$ cat src/rtl/gpio_rx_frame_parser_if.sv
// Byte-stream bundle around the frame parser.
//   fifo_rdata  : RX FIFO head byte (first-word-fall-through)
//   fifo_rempty : RX FIFO empty flag
//   fifo_rinc   : RX FIFO pop, one byte per cycle high
//   m_data      : payload byte out
//   m_valid     : m_data valid
//   m_ready     : downstream accepts when m_valid & m_ready
//   m_last      : final payload byte of a frame
// master = parser side, slave = FIFO/downstream side.
interface gpio_rx_frame_parser_if;
    logic [7:0] fifo_rdata;
    logic       fifo_rempty;
    logic       fifo_rinc;
    logic [7:0] m_data;
    logic       m_valid;
    logic       m_ready;
    logic       m_last;

    modport master (
        input  fifo_rdata, fifo_rempty, m_ready,
        output fifo_rinc, m_data, m_valid, m_last
    );

    modport slave (
        output fifo_rdata, fifo_rempty, m_ready,
        input  fifo_rinc, m_data, m_valid, m_last
    );
endinterface

$ cat src/rtl/gpio_rx_frame_parser.sv
// GPIO RX frame parser. Pops bytes from the RX FIFO, hunts for
// SOF / LEN / payload / checksum frames, buffers the payload and
// releases it on a valid/ready stream only when the checksum matches.
// Ports:
//   rclk, rrst_n : clock and synchronous active-low reset
//   bus          : FIFO read port and payload stream (master modport)
//   frame_done   : 1-cycle pulse, good frame accepted into the buffer
//   frame_err    : 1-cycle pulse, frame aborted
//   err_code     : cause of last abort (1 bad LEN, 2 checksum, 3 timeout)
//   frame_cnt    : good frames, saturating
//   err_cnt      : aborts, saturating
module gpio_rx_frame_parser #(
    parameter logic [7:0]  SOF_BYTE = 8'hA5,
    parameter int unsigned MAX_LEN  = 16,
    parameter int unsigned TIMEOUT  = 1024
) (
    input  logic                   rclk,
    input  logic                   rrst_n,
    gpio_rx_frame_parser_if.master bus,
    output logic                   frame_done,
    output logic                   frame_err,
    output logic [1:0]             err_code,
    output logic [15:0]            frame_cnt,
    output logic [15:0]            err_cnt
);

    localparam int unsigned AW = (MAX_LEN > 1) ? $clog2(MAX_LEN) : 1;
    // Counter only needs to reach TIMEOUT-1; the abort fires on that idle cycle.
    localparam int unsigned TW = (TIMEOUT > 1) ? $clog2(TIMEOUT) : 1;
    localparam logic [TW-1:0] TmoLast = TW'(TIMEOUT - 1);
    localparam logic [7:0]    MaxLen8 = 8'(MAX_LEN);

    typedef enum logic [2:0] {
        StHunt,
        StLen,
        StPay,
        StCsum,
        StDrain
    } state_e;

    state_e        state_q, state_d;
    logic [7:0]    len_q, len_d;
    logic [7:0]    idx_q, idx_d;
    logic [7:0]    rd_q, rd_d;
    logic [7:0]    sum_q, sum_d;
    logic [TW-1:0] tmo_q, tmo_d;
    logic          done_q, done_d;
    logic          err_q, err_d;
    logic [1:0]    code_q, code_d;
    logic [15:0]   fcnt_q, fcnt_d;
    logic [15:0]   ecnt_q, ecnt_d;

    logic [7:0]    pay_mem [MAX_LEN];
    logic          mem_we;
    logic          pop;
    logic          drain;
    logic          last;
    logic          hs;

    assign drain = (state_q == StDrain);
    assign last  = drain && (rd_q == len_q - 8'd1);
    assign hs    = drain && bus.m_ready;

    // Pop is gated by reset so nothing is consumed while rrst_n is low.
    assign pop = rrst_n && !drain && !bus.fifo_rempty;

    assign bus.fifo_rinc = pop;
    assign bus.m_valid   = drain;
    assign bus.m_data    = drain ? pay_mem[rd_q[AW-1:0]] : 8'h00;
    assign bus.m_last    = last;

    assign frame_done = done_q;
    assign frame_err  = err_q;
    assign err_code   = code_q;
    assign frame_cnt  = fcnt_q;
    assign err_cnt    = ecnt_q;

    always_comb begin
        state_d = state_q;
        len_d   = len_q;
        idx_d   = idx_q;
        rd_d    = rd_q;
        sum_d   = sum_q;
        tmo_d   = tmo_q;
        done_d  = 1'b0;
        err_d   = 1'b0;
        code_d  = code_q;
        mem_we  = 1'b0;

        unique case (state_q)
            StHunt: begin
                tmo_d = '0;
                if (pop && bus.fifo_rdata == SOF_BYTE) begin
                    state_d = StLen;
                end
            end
            StLen, StPay, StCsum: begin
                if (pop) begin
                    tmo_d = '0;
                    if (state_q == StLen) begin
                        if (bus.fifo_rdata == 8'd0 || bus.fifo_rdata > MaxLen8) begin
                            err_d   = 1'b1;
                            code_d  = 2'd1;
                            state_d = StHunt;
                        end else begin
                            len_d   = bus.fifo_rdata;
                            sum_d   = bus.fifo_rdata;
                            idx_d   = 8'd0;
                            state_d = StPay;
                        end
                    end else if (state_q == StPay) begin
                        mem_we = 1'b1;
                        idx_d  = idx_q + 8'd1;
                        sum_d  = sum_q + bus.fifo_rdata;
                        if (idx_q + 8'd1 == len_q) begin
                            state_d = StCsum;
                        end
                    end else begin
                        if (bus.fifo_rdata == sum_q) begin
                            done_d  = 1'b1;
                            rd_d    = 8'd0;
                            state_d = StDrain;
                        end else begin
                            err_d   = 1'b1;
                            code_d  = 2'd2;
                            state_d = StHunt;
                        end
                    end
                end else if (TIMEOUT != 0) begin
                    if (tmo_q == TmoLast) begin
                        tmo_d   = '0;
                        err_d   = 1'b1;
                        code_d  = 2'd3;
                        state_d = StHunt;
                    end else begin
                        tmo_d = tmo_q + TW'(1);
                    end
                end
            end
            StDrain: begin
                tmo_d = '0;
                if (hs) begin
                    rd_d = rd_q + 8'd1;
                    if (last) begin
                        state_d = StHunt;
                    end
                end
            end
            default: state_d = StHunt;
        endcase

        fcnt_d = (done_d && fcnt_q != 16'hFFFF) ? fcnt_q + 16'd1 : fcnt_q;
        ecnt_d = (err_d && ecnt_q != 16'hFFFF) ? ecnt_q + 16'd1 : ecnt_q;
    end

    always_ff @(posedge rclk) begin
        if (!rrst_n) begin
            state_q <= StHunt;
            len_q   <= 8'd0;
            idx_q   <= 8'd0;
            rd_q    <= 8'd0;
            sum_q   <= 8'd0;
            tmo_q   <= '0;
            done_q  <= 1'b0;
            err_q   <= 1'b0;
            code_q  <= 2'd0;
            fcnt_q  <= 16'd0;
            ecnt_q  <= 16'd0;
        end else begin
            state_q <= state_d;
            len_q   <= len_d;
            idx_q   <= idx_d;
            rd_q    <= rd_d;
            sum_q   <= sum_d;
            tmo_q   <= tmo_d;
            done_q  <= done_d;
            err_q   <= err_d;
            code_q  <= code_d;
            fcnt_q  <= fcnt_d;
            ecnt_q  <= ecnt_d;
        end
    end

    // Payload storage needs no reset; it is only read after being written.
    always_ff @(posedge rclk) begin
        if (mem_we) begin
            pay_mem[idx_q[AW-1:0]] <= bus.fifo_rdata;
        end
    end

endmodule

$ cat src/flat_wrapper.sv
// flat-port wrapper written by rule: the top's interface ports become plain ports
module gpio_rx_frame_parser_flat 
#(
    parameter logic [7:0]  SOF_BYTE = 8'hA5,
    parameter int unsigned MAX_LEN  = 16,
    parameter int unsigned TIMEOUT  = 1024
)
  (rclk, rrst_n, frame_done, frame_err, err_code, frame_cnt, err_cnt, bus_fifo_rdata, bus_fifo_rempty, bus_m_ready, bus_fifo_rinc, bus_m_data, bus_m_valid, bus_m_last);
  gpio_rx_frame_parser_if bus_i ();
  input  logic rclk;
  input  logic rrst_n;
  output logic frame_done;
  output logic frame_err;
  output logic [1:0] err_code;
  output logic [15:0] frame_cnt;
  output logic [15:0] err_cnt;
  input wire logic [$bits(bus_i.fifo_rdata)-1:0] bus_fifo_rdata;
  input wire logic [$bits(bus_i.fifo_rempty)-1:0] bus_fifo_rempty;
  input wire logic [$bits(bus_i.m_ready)-1:0] bus_m_ready;
  output wire logic [$bits(bus_i.fifo_rinc)-1:0] bus_fifo_rinc;
  output wire logic [$bits(bus_i.m_data)-1:0] bus_m_data;
  output wire logic [$bits(bus_i.m_valid)-1:0] bus_m_valid;
  output wire logic [$bits(bus_i.m_last)-1:0] bus_m_last;
  assign bus_i.fifo_rdata = bus_fifo_rdata;
  assign bus_i.fifo_rempty = bus_fifo_rempty;
  assign bus_i.m_ready = bus_m_ready;
  assign bus_fifo_rinc = bus_i.fifo_rinc;
  assign bus_m_data = bus_i.m_data;
  assign bus_m_valid = bus_i.m_valid;
  assign bus_m_last = bus_i.m_last;
  gpio_rx_frame_parser #(.SOF_BYTE(SOF_BYTE), .MAX_LEN(MAX_LEN), .TIMEOUT(TIMEOUT)) u_core (.rclk(rclk), .rrst_n(rrst_n), .bus(bus_i), .frame_done(frame_done), .frame_err(frame_err), .err_code(err_code), .frame_cnt(frame_cnt), .err_cnt(err_cnt));
endmodule
$ cat config.mk
export PLATFORM = sky130hd
export DESIGN_NAME = gpio_rx_frame_parser_flat
export DESIGN_NICKNAME = d
export VERILOG_FILES = /design/src/rtl/gpio_rx_frame_parser_if.sv /design/src/rtl/gpio_rx_frame_parser.sv /design/src/flat_wrapper.sv
export SDC_FILE = /design/constraint.sdc
export NUM_CORES = 1
export LEC_CHECK = 0
export CORE_MARGIN = 2
export CORE_UTILIZATION = 50
export DETAILED_ROUTE_END_ITERATION = 16
export PLACE_DENSITY = 0.72
export SKIP_CTS_REPAIR_TIMING = 1
export SYNTH_ARGS = -nofsm -noshare
export SYNTH_HDL_FRONTEND = slang
export SYNTH_SLANG_ARGS = --single-unit
$ cat constraint.sdc
create_clock -name rclk -period 2.32 [get_ports rclk]
set_input_delay 0.464 -clock rclk [delete_from_list [all_inputs] [get_ports rclk]]
set_output_delay 0.464 -clock rclk [all_outputs]
set_load 0.03 [all_outputs]
# After elaboration in Yosys (flattened, before gate mapping)
# Memories as Yosys holds them, arrays and structs flattened. A register that Yosys moved wholly into a read port is not among the register bits.
# Cells that the tools add are included.
[totals]
in_bits = 12
word_cells = 121
reg_bits = 81
memories = 1
ram_bits = 128
[memory_table]
columns = ["name", "depth", "width", "read_ports", "rd_clocked_by_memory_dff", "wr", "line_no", "text"]
rows = [
  ["u_core.pay_mem", 16, 8, 1, 1, 1, "gpio_rx_frame_parser.sv:53", "logic [7:0] pay_mem [MAX_LEN];"],
]
[op_classes]
n_mux = 53
add_sub_neg = 7
eq_ne = 24
reduce_logical = 23
n_bitwise = 1
order_cmp = 1
[op_table]
columns = ["operator", "count"]
rows = [
  ["2-to-1 mux 8 bit", 12],
  ["adder 16 x 1 -> 16 bit (second input constant)", 2],
  ["!= test 16 bit (second input constant)", 2],
  ["2-to-1 mux 3 bit", 9],
  ["== test 8 bit", 3],
  ["2-to-1 mux 10 bit", 2],
  ["case mux 10 bit (2 select lines)", 1],
  ["2-to-1 mux 1 bit", 18],
  ["adder 8 x 1 -> 8 bit (second input constant)", 2],
  ["case mux 8 bit (2 select lines)", 1],
  ["2-to-1 mux 2 bit", 7],
  ["adder 10 x 1 -> 10 bit (second input constant)", 1],
  ["== test 10 bit (second input constant)", 1],
  ["!= test 2 bit (second input constant)", 5],
  ["AND reduction 5 bit", 2],
  ["!= test 3 bit (second input constant)", 3],
  ["case mux 3 bit (3 select lines)", 1],
  ["adder 8 bit", 1],
  ["== test 8 bit (second input constant)", 1],
  ["> comparator 8 x 5 -> 1 bit (second input constant)", 1],
  ["zero test 8 bit", 1],
  ["2-to-1 mux 4 bit", 2],
  ["AND reduction 4 bit", 2],
  ["nonzero test 2 bit", 4],
  ["other kinds (15)", 25],
]

# Logic depth before layout (Yosys ltp)
# Gate-level depths: netlist (run 1).
[logic_depth]
ltp_word = 8
mapped_depth = 10

# Worst setup path after synthesis (run 1)
# OpenSTA, ideal clock, no wires.
[synth_path]
kind = "register -> output"
start = "register u_core.len_q[0]"
end = "output port bus_m_last"
slack_ns = -0.673
path_stages_with_launch = 9
arrival_ns = 2.529
required_time_ns = 1.856
cell_sequence = "dfxtp_1 clkbuf_1 inv_1 ha_1 o21ba_2 a221o_1 a2111oi_0 o2111ai_1 nor3_1"
[synth_between]
elab_chain_cells = 3
[synth_rtl]
columns = ["item", "line_no", "text"]
rows = [
  ["start, declared", "gpio_rx_frame_parser.sv:42", "logic [7:0] len_q, len_d;"],
  ["start signal, assigned", "gpio_rx_frame_parser.sv:171", "len_q <= len_d;"],
  ["subtractor 8 x 1 -> 8 bit", "gpio_rx_frame_parser.sv:61", "assign last = drain && (rd_q == len_q - 8'd1);"],
  ["== test 8 bit", "gpio_rx_frame_parser.sv:61", ""],
  ["logical AND 1 bit", "gpio_rx_frame_parser.sv:61", ""],
  ["end, declared", "flat_wrapper.sv:23", "output wire logic [$bits(bus_i.m_last)-1:0] bus_m_last;"],
]
# No other way between the ends.

==> results.md, run 1 <==
- Count of inserted antenna diode cells: 0
- Global-route wire length before repair: between 30000 and 40000 um
- Setup repair after global routing missed its margin: true
- Min-delay src: u_core.tmo_q[0]
- Sum of negative setup slack: -5.821 ns
- Post-synthesis xor/xnor area fraction: about 6.3%
- Final number of setup-violating endpoints: 9
- Worst hold path type: flop to flop
- Final Hold Vio Count: 0
- Average instance area after synthesis: ~13 um2
- Pwr dens: roughly 630 nW/um2
- Cell area after synthesis: ~9600 um2
- Die boundary height: ~140 um
- Area fraction in compound gates after synthesis: ~6.3%
- Multi-input logic area: 4090 um2
- I/O Buffers: 58
- Drt first-iter violations: around 400
- Synthesized instance count: 765
- Routed WL per cell: 20.75 um
- Die width: around 140 um
- Crit. End Element: output port
- Reg2Reg Depth: 9
- Overall die area: 20370 um2
- Post-synthesis adder-cell area fraction: under 10%
- Post-synthesis mux area share: between 10% and 20%
- R2R Path Start: u_core.len_q[0]
- Minimum setup slack in the final design: -0.7411 ns
- DP HPWL: ~16000 um
- Antenna violations before repair: 0
- Tightest slew margin relative to the limit: around 66%
- Basic-gate share of the synthesized area counting and, or, nand and nor cells: 14.77%
- Final worst path period share: 131.9%
- GRT Residual Overflow: 0
- Clock transition at the registers of the reported paths: approximately 0.060 ns
- Global-route usage over all layers: 23.73%
- Number of cell rows: 50
- Data required time at the worst endpoint: 1.86 ns
- Area grow syn2layout: 30.90%
- Clock tree root driver cell: clkbuf_16
- Number of distinct standard cells referenced by the synthesized netlist: 69
- Violated checks: setup timing
- Number of cells on the worst hold path: 2
- FF+latch count, synth: approximately 210
- Num CTS Buffers: 24
- Setup clock skew after layout: ~0.021 ns
- H-tree Lvls: 1
- Number of flops mapped to enable cells by yosys: about 130
- Clock net sink count: approximately 210
- Min cycle time layout: ~3.1 ns
- Total via count after detailed routing: between 6000 and 7000
- Placed cell area: approximately 12000 um2
- Post-synth ARST share: 0%
- Outcome: finished, violations left
- Part of the Yosys area used for sequential elements: between 50 and 60%
- Arrival @ worst endpoint: about 2.6 ns
- Nature of the critical path startpoint: flop
- Warning count from the yosys run: 0
- Area of the core region: around 19000 um2
- Boundary pin count: between 50 and 60
- Most common library cell in the layout ignoring fill and taps: edfxtp_1
- Filler cell count in the final layout: between 1000 and 1500
- Initial DRT Pass Iterations: 5
- Pin count of the biggest net entering global routing: 40
- Largest family of logic cells by synthesized area: simple AND/OR/NAND/NOR gates
- Post-detailed-route DRC marker count: 0
- Vias in the first global route: between 6000 and 7000
- Max-Cap Viols: 0
- Number of nets in the finished design: roughly 950
- Clock network latency to the later pin of the worst-skew pair: approximately 0.53 ns
- Worst setup slack for register-to-register paths: around 0.020 ns
- Endpoint of the worst hold-timing path: u_core.tmo_q[0]
- Layout cell share with drive strength beyond 1: a little over a quarter
- Fmax: 326.7 MHz
- Slew @ Worst Pin: approximately 0.50 ns
- Primary flip-flop cell chosen by synthesis mapping: edfxtp_1
- Endpoint of the lowest-slack register-to-register path: u_core.state_q[2]
- TritonCTS clock tree: built
- Seq. cell area: approximately 5600 um2
- Maximum vdd ir drop: roughly 0.54 mV
- Post-route standard cell area excluding fillers: approximately 13000 um2
- Static leakage: around 4.5 nW
- Final Slew Violations: 0
- Wirelength, routed: about 24000 um
- Post-Synthesis Net Count: roughly 800
- Commonest cells after routing, fill and taps aside: edfxtp_1 (128), nor2_1 (89), buf_4 (89)
- Antenna violation net count after detailed routing: 0
- Starting density of the core: between 50 and 60%
- Maximum buffer depth of the clock tree: 3
- Vias per std cell: between 5 and 6
- Crit Path Max Fanout: 7
- CP Class: flop to output port
- GPL Wtd Cong: 0.8659
==> per-layer routing <==
metal | routed length (um) | vias to the layer above | GRT usage, %
li1 | - | 3144 | -
met1 | 10170 | 3408 | 32.59
met2 | 12100 | 258 | 39.47
met3 | 1383 | 45 | 3.018
met4 | 687 | 0 | 7.712
met5 | 0 | - | 0
==> state kept, by name (all words and copies together) (netlist names), named ones only <==
register,flops
u_core.tmo_q,10
u_core.sum_q,8
u_core.err_code,2
u_core.frame_cnt,16
u_core.frame_done,1
u_core.idx_q,8
u_core.len_q,8
u_core.pay_mem,128
u_core.frame_err,1
u_core.rd_q,8
u_core.err_cnt,16
u_core.state_q,3
==> metrics by stage <==
stage	setup WS (ns)	power, mW	cells	hold slack, ns	utilization, %
2_1_floorplan	-0.2321	4.146	765	0.4716	-
3_3_place_gp	-0.7413	4.265	1126	0.4713	61.79
3_5_place_dp	-0.7830	4.273	1126	0.4884	61.79
4_1_cts	-1.227	8.030	1167	0.5053	65.99
5_1_grt	-0.8021	8.180	1173	0.5190	67.13
6_report	-0.7411	7.980	1173	0.5025	67.13
==> worst max-delay path by stage <==
| stage | to | depth (start not counted) |
|---|---|---|
| 2_1_floorplan | bus_m_last | 8 |
| 3_3_place_gp | u_core.frame_cnt[15] | 9 |
| 3_5_place_dp | u_core.frame_cnt[15] | 9 |
| 4_1_cts | bus_m_data[0] | 5 |
| 5_1_grt | bus_m_last | 7 |
| 6_report | bus_m_data[0] | 5 |
==> cell families after synthesis <==
family          count (synthesis)
mux                            50
simple gates                  276
xor+xnor                       67
buf+inv                        56
flops                         213
compound gates                 86
fa+ha+maj                      17
==> area by class of cell <==
class	instances	area share (%)
Multi-Input combinational cell	496	32.47
Clock buffer	34	5.482
Inverter	16	0.4966
Clock inverter	7	0.7647
Timing Repair Buffer	173	14.37
Tap cell	234	2.324
Sequential cell	213	44.10
==> where the power goes <==
part / internal (mW) / switching, mW
Combinational: 0.0766 / 0.119
Sequential: 4.00 / 0.0000230
Clock: 2.29 / 1.50
==> worst max-delay path, stage by stage (launching register included) <==
cell     delay, ns
dfxtp_4       0.47
buf_12        0.18
mux4_2        0.54
mux4_2        0.49
and2_2        0.21
buf_2         0.17
==> synth_stat cells (3+ instances only) <==
cell	n	area share, %
and2_1	21	1.4
nand3_1	17	0.88
nor4_1	5	0.33
buf_2	8	0.42
xor2_1	31	2.8
a21o_1	5	0.39
o211ai_1	4	0.31
nand4_1	16	1.0
a31oi_1	5	0.33
edfxtp_1	128	40
nand2_1	51	2.0
mux2i_1	10	1.0
inv_1	15	0.58
nor3_1	17	0.88
and4_1	5	0.45
nor3b_1	3	0.23
a21oi_1	18	0.94
ha_1	16	2.1
a311oi_1	3	0.27
nor2_1	91	3.5
nand2b_1	4	0.26
xnor2_1	35	3.2
a211oi_1	6	0.47
o21ai_0	19	0.99
clkbuf_1	28	1.1
dfxtp_1	85	18
or3_1	3	0.20
a22oi_1	3	0.23
mux4_2	40	9.4
and3_1	20	1.3
nor2b_1	7	0.45
Note: power is estimated with default switching activity, not from simulation.
==> run 2: changes to the inputs <==
CORE_MARGIN = 1   (was 2)
==> results.md, run 2 (same netlist as run 1, synthesis figures left out) <==
- Outcome: finished, violations left
- Violated checks: setup timing
- Setup WS pre-CTS: -0.7864 ns (-0.003460 ns)
- Final Hold Vio Count: 0 (unchanged)
- Pin count of the biggest net entering global routing: 42 (+5.0%)
- Flip-flop count of the largest register, all copies and words added: 128 (unchanged)
- Drt first-iter violations: 495 (+24%)
- Placed cell area: 11460 um2 (-1.1%)
- Area of the core region: 18770 um2 (unchanged)
- TritonCTS clock tree: built
- Die width: 140.7 um (-1.4%)
- Setup repair after global routing missed its margin: true
- Slew @ Worst Pin: 0.4974 ns (-0.007246 ns)
- Layout cell share with drive strength beyond 1: 27.50% (+0.34 points)
- Vias in the first global route: 6631 (-2.7%)
- Final worst path period share: 129.0% (-2.9 points)
- Clock tree root driver cell: clkbuf_16
- Die boundary height: 140.7 um (-1.4%)
- Global-route wire length before repair: 36470 um (-2.1%)
- Total via count after detailed routing: 6804 (-0.74%)
- Boundary pin count: 59 (unchanged)
- Nature of the critical path startpoint: flop
- CP Class: flop to output port
- Data required time at the worst endpoint: 1.86 ns (about the same)
- Min cycle time layout: 2.993 ns (-0.06798 ns)
- Pwr dens: 625.0 nW/um2 (-1.3%)
- Clock transition at the registers of the reported paths: 0.06 ns (about the same)
- Number of nets in the finished design: 944 (-0.94%)
- Initial DRT Pass Iterations: 5 (unchanged)
- Overall die area: 19810 um2 (-2.8%)
- Antenna violation net count after detailed routing: 0 (unchanged)
- Most common library cell in the layout ignoring fill and taps: edfxtp_1
- Clock network latency to the later pin of the worst-skew pair: 0.52 ns (about the same)
- Count of inserted antenna diode cells: 0 (unchanged)
- Tightest slew margin relative to the limit: 66.84% (+0.48 points)
- H-tree Lvls: 1 (unchanged)
- Sum of negative setup slack: -5.733 ns (+0.08828 ns)
- Arrival @ worst endpoint: 2.53 ns (-0.07 ns)
- Max-Cap Viols: 0 (unchanged)
- I/O Buffers: 58 (unchanged)
- Setup clock skew after layout: 0.01502 ns (-0.006351 ns)
- Vias per std cell: 5.840 (about the same)
- Minimum setup slack in the final design: -0.6732 ns (+0.06798 ns)
- Wirelength, routed: 24140 um (-0.81%)
- Maximum vdd ir drop: 0.4828 mV (-11%)
- Routed WL per cell: 20.72 um (-0.13%)
- Num CTS Buffers: 23 (-4.2%)
- Crit Path Max Fanout: 8 (+1)
- Starting density of the core: 51.28% (unchanged)
- DP HPWL: 15730 um (-2.0%)
- Area grow syn2layout: 31.20%
- Clock net sink count: 213 (unchanged)
- Crit. End Element: output port
- Antenna violations before repair: 0 (unchanged)
- Fmax: 334.1 MHz (+2.3%)
- Post-route standard cell area excluding fillers: 12630 um2 (+0.23%)
- Final Slew Violations: 0 (unchanged)
- Maximum buffer depth of the clock tree: 3 (unchanged)
- Worst hold path type: flop to flop
- Worst setup slack for register-to-register paths: 0.07 ns (+0.05 ns)
- Static leakage: 4.428 nW (-0.86%)
- Post-detailed-route DRC marker count: 0 (unchanged)
- GPL Wtd Cong: 0.8314 (-4.0%)
- GRT Residual Overflow: 0 (unchanged)
- Global-route usage over all layers: 23.89% (+0.16 points)
- Number of cell rows: 50 (unchanged)
- Commonest cells after routing, fill and taps aside: edfxtp_1 (128), nor2_1 (86), buf_4 (79)
- Final number of setup-violating endpoints: 9 (unchanged)
[run 2: per-layer routing]
layer | wire [um] | vias to the layer above | part of all wire [%] | GRT usage, %
met5 | 0 | - | 0 | 0
li1 | - | 3147 | - | -
met2 | 12080 | 250 | 50 | 40.09
met4 | 296 | 0 | 1.2 | 5.664
met3 | 1342 | 26 | 5.6 | 2.853
met1 | 10430 | 3381 | 43 | 33.35
[run 2: cell type report]
type                            count  area (um2)
Fill cell                        1305        6141
Tap cell                          234       292.8
Multi-Input combinational cell    496        4184
Clock buffer                       28       636.9
Timing Repair Buffer              165        1758
Inverter                           16       62.56
Clock inverter                     13       127.6
Sequential cell                   213        5565
[run 2: through the flow]
step / std cells / total power [mW] / hold slack [ns] / util (%)
2_1_floorplan: 765 / 4.146 / 0.4716 / -
3_3_place_gp: 1115 / 4.265 / 0.4814 / 61.09
3_5_place_dp: 1115 / 4.273 / 0.4771 / 61.09
4_1_cts: 1156 / 7.925 / 0.4978 / 65.16
5_1_grt: 1165 / 8.075 / 0.5350 / 67.28
6_report: 1165 / 7.892 / 0.4983 / 67.28
[run 2: report_power, final]
| group | internal [mW] | switching [mW] |
|---|---|---|
| sequential | 4.00 | 0.0000241 |
| clock | 2.19 | 1.51 |
| combinational | 0.0760 | 0.123 |
| total | 6.26 | 1.63 |
[run 2: final timing paths]
| check | end | from | cells past startpoint |
|---|---|---|---|
| max | bus_m_data[0] | flop | 5 |
| min reg2reg | u_core.frame_cnt[15] | u_core.frame_cnt[15] | 1 |
| max reg2reg | u_core.frame_cnt[10] | u_core.sum_q[3] | 8 |
| min | u_core.frame_cnt[15] | u_core.frame_cnt[15] | 1 |
[run 2: critical path, cell delays in order, from the launching register on]
cell	delay, ns
dfxtp_4	0.43
buf_12	0.16
mux4_2	0.53
mux4_2	0.49
and2_2	0.21
buf_2	0.18
==> run 3: changes to the inputs <==
HOLD_SLACK_MARGIN = 0.06   (was not set)
==> results of run 3 <==
Final layout, timing and power as in run 2 (identical DEF).
